--- src/rtl/spider_pkg.sv ---
`default_nettype none
// ============================================================================
// Package  : spider_pkg
// Brief    : Shared leg count, leg index type and leg-mask helpers for the
//            four-leg spider pipeline.
// Revision : 1.0 - initial release
// ============================================================================
package spider_pkg;

    localparam int NLEGS = 4;

    typedef logic [1:0] leg_idx_t;

    // Index of the lowest set bit in a leg mask; 0 when the mask is empty.
    function automatic leg_idx_t lowest_leg(input logic [NLEGS-1:0] mask);
        leg_idx_t idx;
        idx = '0;
        for (int i = NLEGS - 1; i >= 0; i--) begin
            if (mask[i]) begin
                idx = leg_idx_t'(i);
            end
        end
        return idx;
    endfunction

endpackage
`default_nettype wire

--- src/rtl/leg_event_fifo.sv ---
`default_nettype none
// ============================================================================
// Module   : leg_event_fifo
// Brief    : Small synchronous FIFO of leg indices. Pointers carry one extra
//            MSB so full and empty are distinguishable; a push into a full
//            FIFO is accepted when a pop happens in the same cycle.
// Revision : 1.0 - initial release
// ============================================================================
module leg_event_fifo
    import spider_pkg::*;
#(
    parameter int DEPTH = 4
) (
    input  logic                   clk,
    input  logic                   rst_n,
    input  logic                   push,
    input  leg_idx_t               push_data,
    input  logic                   pop,
    output leg_idx_t               pop_data,
    output logic                   full,
    output logic                   empty,
    output logic [$clog2(DEPTH):0] level
);

    localparam int AW = $clog2(DEPTH);
    localparam logic [AW:0] c_PTR_ONE = (AW + 1)'(1);

    logic [AW:0] r_wptr;
    logic [AW:0] r_rptr;
    leg_idx_t    r_mem [DEPTH];
    logic        w_do_push;
    logic        w_do_pop;

    assign full      = (r_wptr[AW] != r_rptr[AW]) && (r_wptr[AW-1:0] == r_rptr[AW-1:0]);
    assign empty     = (r_wptr == r_rptr);
    assign level     = r_wptr - r_rptr;
    assign pop_data  = r_mem[r_rptr[AW-1:0]];
    assign w_do_pop  = pop & ~empty;
    assign w_do_push = push & (~full | w_do_pop);

    // Advance read/write pointers; they wrap naturally modulo 2*DEPTH.
    always_ff @(posedge clk) begin
        if (!rst_n) begin
            r_wptr <= '0;
            r_rptr <= '0;
        end else begin
            if (w_do_push) begin
                r_wptr <= r_wptr + c_PTR_ONE;
            end
            if (w_do_pop) begin
                r_rptr <= r_rptr + c_PTR_ONE;
            end
        end
    end

    // Storage write; contents need no reset because the pointers gate reads.
    always_ff @(posedge clk) begin
        if (w_do_push) begin
            r_mem[r_wptr[AW-1:0]] <= push_data;
        end
    end

endmodule
`default_nettype wire

--- src/rtl/leg_event_collector.sv ---
`default_nettype none
// ============================================================================
// Module   : leg_event_collector
// Brief    : Detects rising edges on the four leg levels, holds one pending
//            bit per leg and queues at most one leg event per cycle (lowest
//            index first) into a FIFO. Losing an edge sets a sticky overflow.
//            DEPTH must be a power of two in the range 2..16.
// Revision : 1.0 - initial release
// ============================================================================
module leg_event_collector
    import spider_pkg::*;
#(
    parameter int DEPTH = 4
) (
    input  logic                   clk,
    input  logic                   rst_n,
    input  logic                   leg_right1,
    input  logic                   leg_right2,
    input  logic                   leg_right3,
    input  logic                   leg_right4,
    output logic                   ev_valid,
    input  logic                   ev_ready,
    output logic [1:0]             ev_leg,
    output logic [$clog2(DEPTH):0] ev_level,
    output logic                   overflow,
    input  logic                   clr_overflow
);

    logic [NLEGS-1:0] w_legs;
    logic [NLEGS-1:0] r_s;
    logic [NLEGS-1:0] r_p;
    logic             r_sampled;
    logic             r_primed;
    logic [NLEGS-1:0] r_pending;
    logic             r_overflow;

    logic [NLEGS-1:0] w_edge;
    logic [NLEGS-1:0] w_push_mask;
    logic [NLEGS-1:0] w_lost;
    logic             w_pop;
    logic             w_push;
    logic             w_fifo_full;
    logic             w_fifo_empty;
    leg_idx_t         w_push_idx;
    leg_idx_t         w_head_leg;

    assign w_legs     = {leg_right4, leg_right3, leg_right2, leg_right1};

    // Rising edge only once primed, so legs already high at release are quiet.
    assign w_edge     = r_s & ~r_p & {NLEGS{r_primed}};

    assign w_pop      = ev_valid & ev_ready;
    assign w_push     = (|r_pending) & (~w_fifo_full | w_pop);
    assign w_push_idx = lowest_leg(r_pending);

    // One-hot of the pending bit being moved into the FIFO this cycle.
    always_comb begin
        w_push_mask = '0;
        if (w_push) begin
            w_push_mask[w_push_idx] = 1'b1;
        end
    end

    // An edge is lost when its leg is still pending and not leaving this cycle.
    assign w_lost = w_edge & r_pending & ~w_push_mask;

    // Sample the legs; primed trails the first post-reset sample by one cycle.
    always_ff @(posedge clk) begin
        if (!rst_n) begin
            r_s       <= '0;
            r_p       <= '0;
            r_sampled <= 1'b0;
            r_primed  <= 1'b0;
        end else begin
            r_s       <= w_legs;
            r_p       <= r_s;
            r_sampled <= 1'b1;
            r_primed  <= r_sampled;
        end
    end

    // Pending bits: cleared when pushed, set by a newly detected edge.
    always_ff @(posedge clk) begin
        if (!rst_n) begin
            r_pending <= '0;
        end else begin
            r_pending <= (r_pending & ~w_push_mask) | w_edge;
        end
    end

    // Sticky overflow; a same-cycle loss beats the clear request.
    always_ff @(posedge clk) begin
        if (!rst_n) begin
            r_overflow <= 1'b0;
        end else if (|w_lost) begin
            r_overflow <= 1'b1;
        end else if (clr_overflow) begin
            r_overflow <= 1'b0;
        end
    end

    leg_event_fifo #(
        .DEPTH (DEPTH)
    ) u_fifo (
        .clk       (clk),
        .rst_n     (rst_n),
        .push      (w_push),
        .push_data (w_push_idx),
        .pop       (w_pop),
        .pop_data  (w_head_leg),
        .full      (w_fifo_full),
        .empty     (w_fifo_empty),
        .level     (ev_level)
    );

    assign ev_valid = ~w_fifo_empty;
    assign ev_leg   = w_head_leg;
    assign overflow = r_overflow;

endmodule
`default_nettype wire

--- config.mk ---
export PLATFORM = sky130hd
export DESIGN_NAME = leg_event_collector
export DESIGN_NICKNAME = d
export VERILOG_FILES = /design/src/rtl/spider_pkg.sv /design/src/rtl/leg_event_fifo.sv /design/src/rtl/leg_event_collector.sv
export SDC_FILE = /design/constraint.sdc
export NUM_CORES = 1
export LEC_CHECK = 0
export ABC_AREA = 1
export BUFFER_PORTS_ARGS = -buffer_cell sky130_fd_sc_hd__buf_2
export CAP_MARGIN = 10
export CELL_PAD_IN_SITES_DETAIL_PLACEMENT = 1
export CELL_PAD_IN_SITES_GLOBAL_PLACEMENT = 1
export CORE_ASPECT_RATIO = 1.2
export CORE_UTILIZATION = 42
export CTS_CLUSTER_DIAMETER = 200
export DETAILED_ROUTE_END_ITERATION = 10
export GPL_TIMING_DRIVEN = 0
export PLACE_DENSITY = 0.86
export SLEW_MARGIN = 20
export SYNTH_ARGS = -nofsm -noshare
export SYNTH_HDL_FRONTEND = slang
export SYNTH_HIERARCHICAL = 1
export SYNTH_SLANG_ARGS = --single-unit
--- constraint.sdc ---
create_clock -name clk -period 2.2 [get_ports clk]
set_input_delay 0.22 -clock clk [delete_from_list [all_inputs] [get_ports clk]]
set_output_delay 0.22 -clock clk [all_outputs]
set_load 0.005 [all_outputs]
# Word level (Yosys, flattened, before mapping)
# Memories as Yosys holds them, arrays and structs flattened. A register that Yosys moved wholly into a read port is not among the register bits.
# Index checks and enable logic that the tools add are counted.
[totals]
output_inout_bits = 7
regBits = 21
inputBits = 8
wordCells = 52
ram_bits = 8
n_memories = 1
[classes]
muxes = 14
n_eq_ne = 3
n_reduce_logical = 5
order_cmp = 2
n_addsub = 3
bitwise_logic = 16
[mem_list]
columns = ["memory", "depth", "word_bits", "rd", "rd_ports_with_merged_regs", "write_ports", "line", "text"]
rows = [
  ["u_fifo.r_mem", 4, 2, 1, 1, 1, "leg_event_fifo.sv:30", "leg_idx_t r_mem [DEPTH];"],
]
[op_table]
columns = ["operator", "count"]
rows = [
  ["AND 4 bit", 5],
  ["two-way mux 2 bit", 6],
  ["NOT 4 bit", 2],
  ["OR reduction 4 bit", 2],
  ["adder 3 x 1 -> 3 bit (second input constant)", 2],
  ["two-way mux 1 bit", 6],
  ["AND 1 bit", 4],
  ["two-way mux 4 bit", 1],
  ["OR 4 bit", 1],
  ["equality test 3 bit", 1],
  ["< comparator 2 x 3 -> 1 bit (second input constant)", 1],
  ["subtractor 3 bit", 1],
  ["demux 1 bit (select 2 bit)", 1],
  ["equality test 2 bit", 1],
  ["greater-or-equal comparator 2 x 1 -> 1 bit (second input constant)", 1],
  ["logical AND 1 bit", 2],
  ["NOT 1 bit", 2],
  ["OR 1 bit", 2],
  ["nonzero test 2 bit", 1],
  ["!= test 1 bit", 1],
]

# Depth between registers and ports, before layout
# Gate-level depths: netlist of run 1.
[logic_depth]
depth_word = 13
mapped_depth = 16
ltp_nobuf = 16

# Hierarchy
# Netlist of run 1, hierarchy kept.
[modules_own_cells]
columns = ["module", "seq_area_each_um2", "cells_each", "n_inst", "area_per_inst_um2"]
rows = [
  ["leg_event_fifo", 400.4, 92, 1, 844.6],
  ["leg_event_collector", 300.3, 91, 1, 613.1],
]

# Least setup slack after synthesis of run 1
# No wires, ideal clock.
[synth_path]
path_type = "reg2reg"
start = "register u_fifo.r_wptr[0]"
end = "memory u_fifo/r_mem[3][0] (netlist name) (enable)"
setup_ns = 0.294
required_ns = 1.906
period_less_slack_ns = 1.974
path_buffers = 0
path_slack_ns = 0.226
arrival_ns = 1.680
stages_incl_launch_ff = 16
cell_sequence = "dfxtp_1 inv_1 ha_1 nand2_1 inv_2 nand3_4 inv_1 inv_2 nand2_2 nand2_2 o21ai_0 inv_1 nand2_1 inv_1 nand2_1 inv_1"
[synth_between]
elab_chain_cells = 8
elab_cells_between_ends = 13
classes_between = "eq/ne (2); mux (2); bitwise (8); reduce/logical (1)"
[synth_lines]
columns = ["item", "line", "text"]
rows = [
  ["start, declared", "leg_event_fifo.sv:28", "logic [AW:0] r_wptr;"],
  ["start signal, assigned", "leg_event_fifo.sv:48", "r_wptr <= r_wptr + c_PTR_ONE;"],
  ["equality test 3 bit", "leg_event_fifo.sv:35", "assign empty = (r_wptr == r_rptr);"],
  ["named net w_fifo_empty", "leg_event_collector.sv:43", "logic w_fifo_empty;"],
  ["NOT 1 bit", "leg_event_collector.sv:116", "assign ev_valid = ~w_fifo_empty;"],
  ["named net ev_valid", "leg_event_collector.sv:21", "output logic ev_valid,"],
  ["AND 1 bit", "leg_event_collector.sv:52", "assign w_pop = ev_valid & ev_ready;"],
  ["OR 1 bit", "leg_event_collector.sv:53", "assign w_push = (|r_pending) & (~w_fifo_full | w_pop);"],
  ["AND 1 bit", "leg_event_collector.sv:53", ""],
  ["named net w_push", "leg_event_collector.sv:41", "logic w_push;"],
  ["AND 1 bit", "leg_event_fifo.sv:39", "assign w_do_push = push & (~full | w_do_pop);"],
  ["two-way mux 1 bit", "leg_event_fifo.sv:58", "if (w_do_push) begin"],
  ["two-way mux 1 bit (implied by the code)", "leg_event_fifo.sv:59", "r_mem[r_wptr[AW-1:0]] <= push_data;"],
  ["end, declared", "leg_event_fifo.sv:30", ""],
]
# The timed path passes the listed nets, and every way through them passes these cells.

# Final worst setup path of run 1
[layout_path]
start = "register u_fifo.r_wptr[0]"
end = "memory u_fifo/r_mem[3][1] (netlist name) (enable)"
[layout_between]
elab_chain_cells = 8
elab_cells_between_ends = 13
classes_between = "eq/ne (2); mux (2); bitwise (8); reduce/logical (1)"
[layout_lines]
columns = ["item", "line"]
rows = [
  ["equality test 3 bit", "leg_event_fifo.sv:35"],
  ["named net w_fifo_empty", "leg_event_collector.sv:43"],
  ["NOT 1 bit", "leg_event_collector.sv:116"],
  ["AND 1 bit", "leg_event_collector.sv:52"],
  ["OR 1 bit", "leg_event_collector.sv:53"],
  ["AND 1 bit", "leg_event_collector.sv:53"],
  ["named net w_push", "leg_event_collector.sv:41"],
  ["AND 1 bit", "leg_event_fifo.sv:39"],
  ["two-way mux 1 bit", "leg_event_fifo.sv:58"],
  ["two-way mux 1 bit (implied by the code)", "leg_event_fifo.sv:59"],
]
# The timed path passes the listed nets, and every way through them passes these cells.

==> flow_summary.json, run 1 <==
{
  "wl_met2_um": 1670,
  "critical_path_class": "reg -> reg",
  "timing.critical_path.buf_inv": 7,
  "totalPowerFinal_mw": 1.23,
  "dr.pass1.iters": 4,
  "cp_common_cell": "inv_2",
  "wl_met1_um": 1100,
  "synth_area_sq_mm": 0.00146,
  "cpPeakStageDelay_ns": 0.36,
  "grt_setup_unrepaired": "false",
  "synth_seq_cells": 31,
  "synthCells": 183,
  "boundaryPins": 15,
  "irDropWorstVdd_v": 0.000623,
  "syn_avg_cell_area_sq_um": 7.97,
  "clock-sinks": 31,
  "hp-class": "in -> reg",
  "worst_pin_slew_ns": 0.256,
  "multi_input_area_sq_um": 623,
  "switching_share": 0.268,
  "final_cell_mix": "inv_1 (37), nand2_1 (36), dfxtp_1 (21)",
  "core-area_sq_mm": 0.00334,
  "vias": 1151,
  "cp_top_family": "buffers and inverters",
  "wl_um": 2910,
  "grt_usage": 0.187,
  "fill_cells": 455,
  "power.leakage_nw": 0.872,
  "synth_cell_types": 19,
  "cts_tree": "yes",
  "numCtsBuffers": 5,
  "htreeDepth": 2,
  "place_hpwl_um": 2250,
  "layout.nets": 221,
  "clock_latency_ns": 0.28,
  "crit_fanout": 6,
  "die_width_um": 55.8,
  "grt_max_degree": 11,
  "required_ns": 2.20,
  "crit_path_end_kind": "flop",
  "synth_area_leader_cell": "dfxtp_1",
  "final_common_cell": "inv_1",
  "hold_ws_ns": 0.117,
  "drv_cap": 0,
  "grt_antenna_before_repair": 0,
  "fin_cells": 243,
  "setup_tns_ns": 0,
  "fmax_ghz": 0.496,
  "outcome": "completed",
  "via_per_inst": 4.74,
  "die_area_sq_mm": 0.00371,
  "start_kind": "flop",
  "worst_clock_skew_ns": 0.00384,
  "finalHoldViolCount": 0,
  "period_share": 0.916,
  "seqPwrFrac": 0.509,
  "cts_buffer_depth": 2,
  "dp_cells": 234,
  "wl_met3_um": 89,
  "wl_per_cell_um": 12.0,
  "remaining_drc_errors": 0,
  "synth_nets": 199,
  "cts_hold_buf": 0,
  "globalRouteOverflowTotal": 0,
  "pwr-share-clk": 0.339,
  "slew_viol_final": 0,
  "path_cells": "inv_1 > ha_4 > nand2_2 > inv_2 > nand3_4 > inv_1 > inv_2 > nand2_2 > nand2_4 > o21ai_0 > inv_1 > nand2_1 > inv_2 > nand2_1 > inv_2",
  "die_h_um": 66.5,
  "row_count": 23,
  "p_int_uw": 899,
  "grt_first_pass_wirelength_um": 5140,
  "area_growth_pct": 16.8,
  "arrival_ns": 2.02,
  "p_per_area_mw_per_mm2": 722,
  "root_buffer": "clkbuf_8",
  "crit_slowest_cell": "dfxtp_4",
  "top_layer": "met4",
  "pwr-share-comb": 0.152,
  "p_switching_uw": 329,
  "initial_core_util": 0.437,
  "slew_headroom": 0.830,
  "final_antenna_net_count": 0,
  "place_congestion": 0.713,
  "post-route-min-period_ns": 2.01,
  "drtIter0Drc": 22,
  "yosys-top-cells-area": "dfxtp_1 (32%), edfxtp_1 (16%), inv_1 (10%)",
  "seq_area_sq_um": 706,
  "setup_viol_count_final": 0,
  "antenna_cells": 0,
  "layout-drive-gt1-share": 0.238,
  "grt_pass1_vias": 1223,
  "clk_pin_slew_worst_paths_ns": 0.06,
  "yosysSeqAreaShare": 0.481,
  "yosysTopAreaCellShare": 0.316,
  "portBuffers": 14,
  "synth_warnings": 6
}
==> cell usage after synthesis, drive strengths merged <==
master,number
o21ai,5
inv,43
fa,1
nand3,9
ha,7
o22ai,2
a21oi,11
edfxtp,8
nand2,46
buf,1
dfxtp,23
xor2,2
nor2,25
==> layer usage <==
metal,global-route usage,up-vias
li1,-,591
met1,0.171,541
met2,0.369,13
met3,0.0583,6
met4,0.0938,0
met5,0,-
==> worst register-to-register path, stage by stage, from the launching register on <==
cell and delay, ns:
dfxtp_4 0.36, inv_1 0.13, ha_4 0.23, nand2_2 0.08, inv_2 0.06, nand3_4 0.09, inv_1 0.06, inv_2 0.05
nand2_2 0.08, nand2_4 0.09, o21ai_0 0.08, inv_1 0.11, nand2_1 0.08, inv_2 0.08, nand2_1 0.09, inv_2 0.08
==> repair_timing <==
action | in CTS | in global routing
setup buffers | 1 | 0
gates cloned | 0 | 0
resized for setup | 3 | 11
setup endpoints to repair | 8 | 8
==> through the flow <==
step / worst slack (ns) / cell area, sq um / util
floorplan: 0.226 / 1460 / -
global placement: -0.0358 / 1570 / 0.472
detailed placement: -0.0966 / 1570 / 0.472
CTS: 0.0133 / 1670 / 0.499
global route: 0.00288 / 1700 / 0.510
finish: 0.185 / 1700 / 0.510
==> power groups by stage <==
stage | clock network [mW] | registers, mW | logic [mW]
6_report | 0.417 | 0.626 | 0.186
5_1_grt | 0.456 | 0.630 | 0.212
4_1_cts | 0.434 | 0.625 | 0.172
3_5_place_dp | 0 | 0.638 | 0.167
3_3_place_gp | 0 | 0.636 | 0.158
2_1_floorplan | 0 | 0.632 | 0.116
==> area by class of cell <==
class,instances,share of cell area
Inverter,43,0.0963
Timing Repair Buffer,15,0.0456
Clock inverter,1,0.00294
Clock buffer,7,0.0448
Buffer,1,0.00294
Sequential cell,31,0.414
Multi-Input combinational cell,108,0.366
Tap cell,37,0.0272
==> path summary, 6_finish.rpt <==
kind	from	endpoint	slack, ns	depth (start not counted)
setup / recovery	u_fifo/r_wptr[0]	u_fifo/r_mem[3][1]	0.19	15
hold / removal	leg_right4	r_s[3]	0.12	3
setup reg to reg	u_fifo/r_wptr[0]	u_fifo/r_mem[3][1]	0.19	15
hold reg to reg	r_sampled	r_primed	0.42	2
==> sequential cells by signal (all words and copies together), names as in the netlist, 3 cells and up, named ones only <==
name,count
r_p,4
r_pending,4
r_s,4
u_fifo/r_mem,8
u_fifo/r_rptr,3
u_fifo/r_wptr,3
==> cells by family after synthesis <==
group / count (synthesis) / share of synthesized area
xor+xnor: 2 / 0.0120
flops: 31 / 0.481
compound gates: 18 / 0.0661
buf+inv: 44 / 0.114
fa+ha+maj: 8 / 0.0738
simple gates: 80 / 0.253
Note: power is estimated with default switching activity, not from simulation.
==> run 2: changes to the inputs <==
--- a/config.mk
+++ b/config.mk
@@ -5,13 +5,12 @@
 export SDC_FILE = /design/constraint.sdc
 export NUM_CORES = 1
 export LEC_CHECK = 0
-export ABC_AREA = 1
 export BUFFER_PORTS_ARGS = -buffer_cell sky130_fd_sc_hd__buf_2
 export CAP_MARGIN = 10
 export CELL_PAD_IN_SITES_DETAIL_PLACEMENT = 1
 export CELL_PAD_IN_SITES_GLOBAL_PLACEMENT = 1
 export CORE_ASPECT_RATIO = 1.2
-export CORE_UTILIZATION = 42
+export CORE_UTILIZATION = 45
 export CTS_CLUSTER_DIAMETER = 200
 export DETAILED_ROUTE_END_ITERATION = 10
 export GPL_TIMING_DRIVEN = 0
==> run 2 against run 1 <==
Compared with the run above: clock-buffer cell count is 1 lower; cell area shrank 2.7%; critical path depth is 6 lower; combinational power decreased by 55%; final cell count shrank 24%; non-clock buffer count rose by 2; total power down 5.9%; utilization rose by 6.8 points; highest routed layer unchanged.
==> flow_summary.json, run 2 <==
{
  "outcome": "completed",
  "clock_latency_ns": 0.34,
  "clk_pin_slew_worst_paths_ns": 0.10,
  "cts_hold_buf": 0,
  "htreeDepth": 2,
  "synthTopCellsByCount": "dfxtp_1 (23), nand2_1 (12), inv_1 (11), and2_1 (9), edfxtp_1 (8)",
  "boundaryPins": 15,
  "p_per_area_mw_per_mm2": 698,
  "die_width_um": 52.8,
  "dp_cells": 174,
  "post-route-min-period_ns": 2.11,
  "numCtsBuffers": 5,
  "synth_nets": 142,
  "place_congestion": 0.779,
  "syn_avg_cell_area_sq_um": 11.1,
  "crit_slowest_cell": "dfxtp_4",
  "cts_tree": "yes",
  "antenna_cells": 0,
  "root_buffer": "clkbuf_4",
  "drtIter0Drc": 14,
  "hold_ws_ns": 0.0805,
  "synthCells": 126,
  "grt_usage": 0.222,
  "die_h_um": 63.0,
  "place_hpwl_um": 2230,
  "initial_core_util": 0.487,
  "cpPeakStageDelay_ns": 0.38,
  "path_cells": "inv_1 > ha_1 > nand2_4 > nor2_2 > nand2b_4 > inv_4 > inv_1 > a31oi_1 > mux2i_1",
  "layout-drive-gt1-share": 0.298,
  "cts_buffer_depth": 2,
  "yosys-top-cells-area": "dfxtp_1 (33%), edfxtp_1 (17%), ha_1 (6.3%)",
  "grt_antenna_before_repair": 0,
  "dr.pass1.iters": 4,
  "worst_clock_skew_ns": 0.00755,
  "required_ns": 2.43,
  "crit_fanout": 6,
  "synth_edf_count": 8,
  "worst_pin_slew_ns": 0.444,
  "grt_first_pass_wirelength_um": 4970,
  "remaining_drc_errors": 0,
  "timing.critical_path.buf_inv": 3,
  "setup_viol_count_final": 0,
  "grt_pass1_vias": 1069,
  "post-route-util": 0.578,
  "slew_viol_final": 0,
  "yosysSeqAreaShare": 0.503,
  "yosysTopAreaCellShare": 0.330,
  "irDropWorstVdd_v": 0.000537,
  "final_common_cell": "dfxtp_1",
  "largest_reg_flops": 8,
  "area_growth_pct": 18.9,
  "clock-sinks": 31,
  "wl_per_cell_um": 16.7,
  "drv_cap": 0,
  "grt_max_degree": 16,
  "die_area_sq_mm": 0.00332,
  "row_count": 21,
  "final_antenna_net_count": 0,
  "cp_common_cell": "inv_1",
  "wl_um": 3090,
  "fmax_ghz": 0.475,
  "arrival_ns": 2.34,
  "period_share": 0.957,
  "yosysMostFrequentCell": "dfxtp_1",
  "synth_area_sq_mm": 0.00139,
  "layout.nets": 166,
  "dp_slack_ns": -0.380,
  "crit_path_end_kind": "flop",
  "via_per_inst": 5.55,
  "synth_warnings": 6,
  "synth_cell_types": 35,
  "fin_cells": 185,
  "async_flop_share": 0,
  "setup_tns_ns": 0,
  "fill_cells": 324,
  "synth_area_leader_cell": "dfxtp_1",
  "hp-class": "in -> reg",
  "synth_seq_cells": 31,
  "core-area_sq_mm": 0.00286,
  "vias": 1027,
  "portBuffers": 14,
  "start_kind": "flop",
  "slew_headroom": 0.703,
  "worst_slack_ns": 0.0940,
  "finalHoldViolCount": 0,
  "globalRouteOverflowTotal": 0,
  "power.leakage_nw": 0.678,
  "critical_path_class": "reg -> reg",
  "cp_top_family": "flip-flops",
  "synth_ff_type": "dfxtp_1",
  "final_cell_mix": "dfxtp_1 (21), buf_2 (14), nand2_1 (11)"
}
## run 2: cell count changes after synthesis, sizes merged, moves of 4 or more
cell and delta:
nand2 -34, inv -31, nor2 -18, and2 +12, nand3 -9, mux2i +6
a21oi -4, nand2b +4
## run 2: worst paths after layout
path / startpoint / to / slack [ns] / depth (start not counted)
worst max-delay path: u_fifo/r_rptr[1] / u_fifo/r_rptr[1] / 0.09 / 9
worst min-delay path: leg_right4 / r_s[3] / 0.08 / 2
worst max register to register: u_fifo/r_rptr[1] / u_fifo/r_rptr[1] / 0.09 / 9
worst min register to register: r_sampled / r_primed / 0.45 / 1
## run 2: what timing repair did
| item | 4_1_cts | 5_1_grt |
|---|---|---|
| resized for setup | 7 | 5 |
| endpoints found under the setup margin | 16 | 14 |
| buffers inserted | 1 | 2 |
## run 2: power breakdown
group | internal, mW | switching [mW]
sequential | 0.596 | 0.00908
clock | 0.268 | 0.199
combinational | 0.0380 | 0.0466
total | 0.902 | 0.254
## run 2: kinds of logic (layout without fill, tap and decap cells)
logic type / Yosys count / in the layout / share of synthesized area
buffers and inverters: 13 / 38 / 0.0350
and+or+nand+nor: 45 / 45 / 0.181
AOI/OAI and AO/OA: 18 / 18 / 0.104
DFF: 31 / 31 / 0.503
adders and majority gates: 8 / 8 / 0.0772
muxes: 8 / 8 / 0.0754
xor gates and xnor gates: 3 / 3 / 0.0242
## run 2: metal layers
metal | track usage | vias to the layer above | routed length, um
li1 | - | 480 | -
met1 | 0.216 | 511 | 1140
met2 | 0.369 | 24 | 1710
met3 | 0.0973 | 12 | 121
met4 | 0.135 | 0 | 114
met5 | 0 | - | 0
## run 2: area by class of cell
class | count | area [sq um] | share of cell area
sequential | 31 | 706 | 0.426
clock inverter | 2 | 35.0 | 0.0211
timing repair buffer | 17 | 92.6 | 0.0559
inverter | 12 | 47.5 | 0.0287
buffer | 1 | 3.75 | 0.00227
tap | 34 | 42.5 | 0.0257
clock buffer | 6 | 51.3 | 0.0310
multi-input combinational | 82 | 678 | 0.409
## run 2: per-stage QoR
step                      power (mW)  instance area (sq um)
after detailed placement       0.689                   1510
final                           1.16                   1660
after floorplan                0.659                   1390
after CTS                       1.16                   1630
after global routing            1.22                   1660
after global placement         0.682                   1510
==> run 3: changes to the inputs <==
--- a/config.mk
+++ b/config.mk
@@ -10,13 +10,12 @@
 export CELL_PAD_IN_SITES_DETAIL_PLACEMENT = 1
 export CELL_PAD_IN_SITES_GLOBAL_PLACEMENT = 1
 export CORE_ASPECT_RATIO = 1.2
-export CORE_UTILIZATION = 45
+export CORE_UTILIZATION = 44
 export CTS_CLUSTER_DIAMETER = 200
 export DETAILED_ROUTE_END_ITERATION = 10
 export GPL_TIMING_DRIVEN = 0
-export PLACE_DENSITY = 0.86
+export PLACE_DENSITY = 0.85
 export SLEW_MARGIN = 20
 export SYNTH_ARGS = -nofsm -noshare
 export SYNTH_HDL_FRONTEND = slang
-export SYNTH_HIERARCHICAL = 1
 export SYNTH_SLANG_ARGS = --single-unit
==> run 3 against run 2 <==
Compared with the run above: routed wire length is 19% lower; setup slack gained 0.14 ns; combinational power up 36%; clock power is 20% lower; via count is 14% lower; non-clock buffer count down 3; critical path type unchanged; critical endpoint is now u_fifo.r_mem[3][1]; largest cell class unchanged; highest routed layer unchanged.
==> flow_summary.json, run 3 <==
{
  "outcome": "completed",
  "die_area_sq_mm": 0.00317,
  "hp-class": "in -> reg",
  "cts_buffer_depth": 2,
  "fmax_ghz": 0.509,
  "post-route-min-period_ns": 1.97,
  "synth_top_family_by_area": "simple AND/OR/NAND/NOR gates",
  "worst_slack_ns": 0.234,
  "globalRouteOverflowTotal": 0,
  "worst_clock_skew_ns": 0.00770,
  "portBuffers": 14,
  "clk_pin_slew_worst_paths_ns": 0.09,
  "ff2ff_setup_slack_ns": 0.23,
  "arrival_ns": 2.00,
  "irDropWorstVdd_v": 0.000486,
  "power.leakage_nw": 0.621,
  "grt_max_degree": 11,
  "clock_latency_ns": 0.32,
  "start_kind": "flop",
  "grt_first_pass_wirelength_um": 4150,
  "drv_cap": 0,
  "crit_path_end_kind": "flop",
  "dp_slack_ns": 0.241,
  "row_count": 21,
  "dr.pass1.iters": 4,
  "slew_headroom": 0.639,
  "boundaryPins": 15,
  "root_buffer": "clkbuf_4",
  "place_hpwl_um": 1960,
  "die_width_um": 51.6,
  "setup_tns_ns": 0,
  "synth_edf_count": 8,
  "antenna_cells": 0,
  "yosysMostFrequentCell": "dfxtp_1",
  "critical_path_class": "reg -> reg",
  "syn_avg_cell_area_sq_um": 11.4,
  "cts_tree": "yes",
  "wl_met2_um": 1380,
  "dp_cells": 162,
  "worst_pin_slew_ns": 0.537,
  "vias": 881,
  "synth_area_sq_mm": 0.00130,
  "layout.nets": 151,
  "synth_warnings": 0,
  "async_flop_share": 0,
  "p_per_area_mw_per_mm2": 746,
  "top_layer": "met4",
  "initial_core_util": 0.466,
  "yosysSeqAreaShare": 0.540,
  "final_common_cell": "dfxtp_1",
  "grt_pass1_vias": 937,
  "numCtsBuffers": 5,
  "synth_cell_types": 32,
  "area_growth_pct": 14.1,
  "largest_reg_flops": 8,
  "post_cts_buffers": 0,
  "grt_usage": 0.194,
  "yosysTopAreaCellShare": 0.355,
  "setup_viol_count_final": 0,
  "synth_seq_cells": 31,
  "finalHoldViolCount": 0,
  "synthMuxAreaShare": 0.0501,
  "wl_met3_um": 97,
  "core-area_sq_mm": 0.00279,
  "synthAdderAreaFrac": 0.0829,
  "synth-compound-area-share": 0.0926,
  "htreeDepth": 2,
  "clock-sinks": 31,
  "required_ns": 2.24,
  "layout-drive-gt1-share": 0.176,
  "wl_met1_um": 940,
  "synth_area_leader_cell": "dfxtp_1",
  "die_h_um": 61.5,
  "slew_viol_final": 0,
  "final_antenna_net_count": 0,
  "synthCells": 114,
  "synth_xor_area_frac": 0.0463,
  "place_congestion": 0.795,
  "ctsResizeCount": 0,
  "grt_antenna_before_repair": 0,
  "fin_cells": 170,
  "via_per_inst": 5.18,
  "synthSimpleGateAreaFrac": 0.159,
  "period_share": 0.894,
  "yosys-top-cells-area": "dfxtp_1 (35%), edfxtp_1 (19%), ha_1 (6.8%)",
  "synth_nets": 130,
  "wl_um": 2490,
  "synthTopCellsByCount": "dfxtp_1 (23), and2_1 (13), nor2_1 (10), edfxtp_1 (8), inv_1 (8)",
  "final_cell_mix": "dfxtp_1 (23), buf_2 (14), and2_1 (13)",
  "crit_fanout": 7,
  "remaining_drc_errors": 0,
  "hold_ws_ns": 0.0792,
  "synth_ff_type": "dfxtp_1",
  "cts_hold_buf": 0,
  "grt_setup_unrepaired": "false",
  "drtIter0Drc": 15,
  "wl_per_cell_um": 14.6
}
==> run 3: final timing paths <==
| check | startpoint | end | cells past startpoint |
|---|---|---|---|
| setup / recovery | u_fifo.r_wptr[0] | u_fifo.r_mem[3][1] | 5 |
| hold / removal | rst_n | r_sampled | 1 |
| setup reg to reg | u_fifo.r_wptr[0] | u_fifo.r_mem[3][1] | 5 |
| hold reg to reg | r_sampled | r_primed | 1 |
==> run 3: stage by stage <==
step | util | total power [mW] | cell area [sq um]
after floorplan | - | 0.695 | 1300
after global placement | 0.506 | 0.733 | 1410
after detailed placement | 0.506 | 0.745 | 1410
after CTS | 0.531 | 1.12 | 1480
after global routing | 0.531 | 1.16 | 1480
final | 0.531 | 1.10 | 1480
==> run 3: where the power goes <==
group	internal (mW)	leakage [nW]	switching, mW
clock	0.195	0.0377	0.180
sequential	0.601	0.265	0.0137
combinational	0.0541	0.318	0.0608
==> run 3: metal layers <==
layer	GRT usage	vias to the layer above
met1	0.185	422
met4	0.116	0
met2	0.360	23
li1	-	432
met3	0.0667	4
met5	0	-
==> run 3: logic make-up after synthesis <==
group                    count (synthesis)
AO/OA/AOI/OAI                           17
XOR/XNOR                                 6
adder cells (fa/ha/maj)                  8
buffers and inverters                   10
flip-flops                              31
multiplexers                             4
AND/OR/NAND/NOR                         38
==> run 3: cell type report <==
cell class,instances,area [sq um]
clock buffer,8,70.1
tap,34,42.5
multi-input combinational,73,559
timing repair buffer,14,70.1
buffer,1,3.75
inverter,9,33.8
sequential,31,701
fill,326,1310
==> run 3: worst max-delay path: stages (launching register included) <==
cell and delay (ns):
dfxtp_1 0.40, inv_1 0.12, ha_1 0.35, and3b_1 0.23
a22oi_2 0.33, and2_1 0.26
